## src/rtl/cam_rgb565_packer.sv

```systemverilog
// Pairs RGB565 camera bytes into remapped 16-bit pixels, checks line/frame geometry, skips settling frames.
// Latency: pixel registered one cycle after its lo byte; no backpressure, camera bytes cannot be stalled.
module cam_rgb565_packer #(
    parameter int H_PIXELS    = 640,
    parameter int V_LINES     = 480,
    parameter int SKIP_FRAMES = 2
) (
    input  logic        Clock,
    input  logic        Reset,
    input  logic        Vsync,
    input  logic        Href,
    input  logic        En_In,
    input  logic [7:0]  Data_In,
    output logic        En_Out,
    output logic [15:0] Data_Out,
    output logic        Frame_Start,
    output logic        Frame_Done,
    output logic        Err
);
    localparam int PW = (H_PIXELS < 1) ? 1 : $clog2(H_PIXELS + 1);
    localparam int LW = (V_LINES < 1) ? 1 : $clog2(V_LINES + 1);
    localparam int SW = (SKIP_FRAMES < 1) ? 1 : $clog2(SKIP_FRAMES + 1);
    localparam logic [PW-1:0] H_MAX = PW'(H_PIXELS);
    localparam logic [LW-1:0] V_MAX = LW'(V_LINES);
    localparam logic [SW-1:0] S_MAX = SW'(SKIP_FRAMES);

    typedef enum logic {IDLE, FRAME} state_t;

    state_t          state, state_nxt;
    logic            vsync_d, href_d, phase, in_frame;
    logic [7:0]      hi_byte;
    logic [PW-1:0]   pix_cnt;
    logic [LW-1:0]   line_cnt, line_inc;
    logic [SW-1:0]   skip_cnt;
    logic            vs_rise, href_fall, in_fr_state;
    logic            byte_vld, byte_ok, emit, line_end;
    logic            frame_short, frame_full, err_set;

    always_comb begin
        vs_rise     = Vsync & ~vsync_d;
        href_fall   = ~Href & href_d;
        in_fr_state = (state == FRAME);
        byte_vld    = in_fr_state & En_In & Href & ~Vsync;
        byte_ok     = byte_vld & (line_cnt < V_MAX);
        emit        = byte_ok & phase & (pix_cnt != H_MAX);
        // Line bookkeeping runs on every Href fall, even while Vsync is high.
        line_end    = in_fr_state & href_fall;
        line_inc    = line_cnt + 1'b1;
        frame_short = in_fr_state & vs_rise & in_frame & (line_cnt != V_MAX);
        frame_full  = line_end & (pix_cnt != '0) & (line_inc == V_MAX);
        err_set     = (byte_vld & ~byte_ok)
                    | (byte_ok & phase & (pix_cnt == H_MAX))
                    | (line_end & (phase | (pix_cnt != H_MAX)))
                    | frame_short;
    end

    always_comb begin
        state_nxt = state;
        case (state)
            IDLE:    if (vs_rise && skip_cnt == S_MAX) state_nxt = FRAME;
            FRAME:   state_nxt = FRAME;
            default: state_nxt = IDLE;
        endcase
    end

    always_ff @(posedge Clock) begin
        if (Reset) state <= IDLE;
        else       state <= state_nxt;
    end

    always_ff @(posedge Clock) begin
        if (Reset) begin
            vsync_d     <= 1'b0;
            href_d      <= 1'b0;
            phase       <= 1'b0;
            in_frame    <= 1'b0;
            hi_byte     <= 8'h00;
            pix_cnt     <= '0;
            line_cnt    <= '0;
            skip_cnt    <= '0;
            En_Out      <= 1'b0;
            Data_Out    <= 16'h0000;
            Frame_Start <= 1'b0;
            Frame_Done  <= 1'b0;
            Err         <= 1'b0;
        end else begin
            vsync_d     <= Vsync;
            href_d      <= Href;
            En_Out      <= emit;
            Frame_Start <= emit & (pix_cnt == '0) & (line_cnt == '0);
            Frame_Done  <= frame_short | frame_full;
            if (emit)
                Data_Out <= {Data_In[4:0], hi_byte[2:0], Data_In[7:5], hi_byte[7:3]};
            // A new error in the boundary cycle outranks the Vsync clear.
            if (err_set)
                Err <= 1'b1;
            else if (in_fr_state && vs_rise)
                Err <= 1'b0;

            if (!in_fr_state) begin
                if (vs_rise) begin
                    if (skip_cnt != S_MAX) skip_cnt <= skip_cnt + 1'b1;
                    phase    <= 1'b0;
                    pix_cnt  <= '0;
                    line_cnt <= '0;
                    in_frame <= 1'b0;
                end
            end else begin
                if (byte_ok) begin
                    phase    <= ~phase;
                    in_frame <= 1'b1;
                    if (!phase) hi_byte <= Data_In;
                    if (emit)   pix_cnt <= pix_cnt + 1'b1;
                end
                if (line_end) begin
                    phase   <= 1'b0;
                    pix_cnt <= '0;
                    if (pix_cnt != '0) line_cnt <= line_inc;
                end
                if (vs_rise) begin
                    phase    <= 1'b0;
                    pix_cnt  <= '0;
                    line_cnt <= '0;
                    in_frame <= 1'b0;
                end
            end
        end
    end
endmodule

```

## config.mk

```make
export PLATFORM = sky130hd
export DESIGN_NAME = cam_rgb565_packer
export DESIGN_NICKNAME = d
export VERILOG_FILES = /design/src/rtl/cam_rgb565_packer.sv
export SDC_FILE = /design/constraint.sdc
export NUM_CORES = 1
export LEC_CHECK = 0
export ABC_AREA = 1
export BUFFER_PORTS_ARGS = -buffer_cell sky130_fd_sc_hd__buf_2
export CAP_MARGIN = 20
export CORE_ASPECT_RATIO = 1.5
export CORE_MARGIN = 2
export CORE_UTILIZATION = 54
export CTS_BUF_LIST = sky130_fd_sc_hd__clkbuf_8
export CTS_CLUSTER_DIAMETER = 30
export DETAILED_ROUTE_END_ITERATION = 10
export GPL_ROUTABILITY_DRIVEN = 0
export PLACE_DENSITY_LB_ADDON = 0.05
export SYNTH_ARGS = -nofsm -noshare
export SYNTH_HDL_FRONTEND = slang
export SYNTH_SLANG_ARGS = --single-unit
```

## constraint.sdc

```tcl
create_clock -name Clock -period 2.2 [get_ports Clock]
set_input_delay 0.44 -clock Clock [delete_from_list [all_inputs] [get_ports Clock]]
set_output_delay 0.44 -clock Clock [all_outputs]
set_load 0.01 [all_outputs]
```

==> results_dict.tcl <==
set metrics [dict create \
    fin_nets 419 \
    synth_cell_type_count 27 \
    antenna_found_initial 0 \
    finalClockSkew_ps 5.15 \
    seq_power_share 0.596 \
    chipWidth_um 59.9 \
    grt_pass1_wl_mm 9.18 \
    post-route-min-period_ps 1740 \
    htree_num_levels 2 \
    status "finished, final reports clean" \
    fillers 455 \
    core_area_um2 4500 \
    r2r_slack_ps 460 \
    dpl.cell_count 441 \
    yosysTopAreaCellShare 0.427 \
    antenna_left 0 \
    cpLargestDelayFamily "simple AND/OR/NAND/NOR gates" \
    p_int_mw 1.24 \
    portBuffers 32 \
    wl_met2_mm 2.94 \
    routed_wl_mm 5.42 \
    hold_class "in -> reg" \
    crit_slowest_cell "dfxtp_1" \
    grt_usage 0.226 \
    drive_gt1_frac 0.142 \
    yosysWarnings 0 \
    ios 33 \
    antenna_cells 0 \
    clk_latency_ps 310 \
    clockBufferDepth 2 \
    slew_headroom 0.683 \
    startpoint_type "register" \
    postCtsResizedCells 0 \
    syn_area_per_cell_um2 6.87 \
    globalRoute.totalOverflow 0 \
    power.leakage_nw 1.22 \
    maxUsedRoutingLayer "met4" \
    timing.setup.tns_ps 0 \
    max_stage_delay_ps 420 \
    synthTopCellsByArea "dfxtp_1 (43%), nand2_1 (11%), nor2_1 (9.8%)" \
    critical_path.cell_chain "inv_1, ha_1, nand2_1, nor2_1, nand2_1, nand2_4, inv_2, nand3_1, a21oi_1" \
    clock_sinks 54 \
    hold_buffers 0 \
    final_cells 449 \
    slew_violations 0 \
    grt_max_degree 26 \
    grt_pass1_vias 2140 \
    wl_met3_um 185 \
    post_cts_buffers 0 \
    critPathMaxFanout 25 \
    rows 30 \
    clkTransAtPathRegs_ps 100 \
    critPathArrivalTime_ps 1990 \
    die_y_um 87.9 \
    synthCells 369 \
    cts_buffers 5 \
    firstDrtPassIters 4 \
    swShare 0.251 \
    ys_seq_area_frac 0.427 \
    cp.required_ps 2450 \
    syn_nets 388 \
    rsz0062_at_grt "false" \
    worst_slew_pin_slew_ps 475 \
    cp_common_cell "nand2_1" \
    synth_top_area_cell "dfxtp_1" \
    maxCapViolations 0 \
    cts_tree "yes" \
    end_kind "register" \
    ir_drop_v 0.000461 \
    p_switching_uw 416 \
    pwr-share-clk 0.351 \
    place_hpwl_mm 4.03 \
    cts_root_buffer "clkbuf_8" \
    final.period_utilization 0.792 \
    synthToLayoutAreaGrowth_pct 10.6 \
    remaining_drc_errors 0 \
    drt-met1-wl_mm 2.19 \
    max_freq_mhz 574 \
    syn_area_um2 2530 \
    avgRoutedWirePerCell_um 12.1 \
    vias 2334 \
    ys_seq_elements 54 \
    comb_power_share 0.053 \
    drt-initial-drc-count 114 \
    power_density_nw_per_um2 593 \
    hold_viol_final 0 \
    initial_core_util 0.563 \
    critPathBufInv 2 \
    worstSetupPathType "reg -> reg" \
    setup_viol 0 \
    via_per_inst 5.20 \
    dieArea_um2 5270 \
]
==> synth_stat cells <==
| master | number |
|---|---|
| inv_1 | 40 |
| buf_8 | 1 |
| buf_6 | 1 |
| a21oi_1 | 29 |
| buf_4 | 1 |
| nand4_1 | 3 |
| nor2_2 | 2 |
| buf_1 | 1 |
| inv_2 | 3 |
| nand3b_1 | 1 |
| nor2_4 | 3 |
| nand2_4 | 2 |
| buf_2 | 1 |
| o21ai_1 | 1 |
| ha_1 | 6 |
| nor3_1 | 8 |
| a21boi_0 | 1 |
| nand2_2 | 4 |
| nand2_1 | 77 |
| o21ai_0 | 25 |
| nor2_1 | 66 |
| clkbuf_1 | 5 |
| dfxtp_1 | 54 |
| nand3_1 | 31 |
| or2_2 | 1 |
| nor4_1 | 1 |
| a211oi_1 | 1 |
==> power by group through the flow <==
stage	Clock (mW)	Combinational, mW	Sequential [mW]
4_1_cts	0.593	0.0892	0.991
2_1_floorplan	0	0.0597	1.01
5_1_grt	0.624	0.100	0.992
3_3_place_gp	0	0.0875	1.01
6_report	0.583	0.0878	0.991
3_5_place_dp	0	0.0890	1.01
==> per-layer routing <==
layer | vias to the layer above | global-route usage
li1 | 1229 | -
met3 | 10 | 0.0487
met2 | 47 | 0.406
met1 | 1048 | 0.254
met4 | 0 | 0.0828
met5 | - | 0
==> cells by family after synthesis <==
logic type	Yosys count	share of synthesized area
simple gates	199	0.341
fa+ha+maj	6	0.0296
compound gates	57	0.115
flops	54	0.427
buf+inv	53	0.0879
==> cell usage in the layout, fill, tap and decap left out, drive strengths merged <==
| cell | n |
|---|---|
| nand2 | 83 |
| nor2 | 71 |
| dfxtp | 54 |
| inv | 44 |
| buf | 34 |
| nand3 | 31 |
| a21oi | 29 |
| o21ai | 26 |
| nor3 | 8 |
| ha | 6 |
| clkbuf | 5 |
| nand4 | 3 |
| a211oi | 1 |
| nor4 | 1 |
| a21boi | 1 |
| nand3b | 1 |
| or2 | 1 |
| clkinvlp | 1 |
| clkinv | 1 |
==> cell type report <==
cell class	count	area [µm²]	share of cell area
inverter	43	161	0.0576
tap	48	60.1	0.0214
clock buffer	5	68.8	0.0246
multi-input combinational	262	1230	0.439
sequential	54	1080	0.386
clock inverter	3	25.0	0.00893
timing repair buffer	34	175	0.0625
==> state kept, by name (all words and copies together), names as in the netlist <==
register     flops
Data_Out        16
vsync_d          1
Err              1
Frame_Start      1
hi_byte          8
pix_cnt         10
Frame_Done       1
href_d           1
phase            1
in_fr_state      1
in_frame         1
skip_cnt         2
line_cnt         9
En_Out           1
==> tightest hold or removal path: stages <==
cell	delay (ps)
buf_2	90
inv_1	40
nor2_1	60
==> path summary, 6_finish.rpt <==
path	start	endpoint	depth (start not counted)
worst max register to register	pix_cnt[0]	pix_cnt[9]	9
worst max-delay path	pix_cnt[0]	pix_cnt[9]	9
worst min-delay path	Href	href_d	3
worst min register to register	hi_byte[6]	hi_byte[6]	2
==> through the flow <==
step                hold WS, ps  worst slack (ps)  area [µm²]  total power, mW  utilization
floorplan                   438               797        2530             1.07            -
global placement            444               435        2710             1.10        0.601
detailed placement          452               379        2710             1.10        0.601
CTS                         356               428        2800             1.67        0.622
global route                377               292        2800             1.72        0.622
finish                      351               457        2800             1.66        0.622
Power figures use the tool's default switching activity.
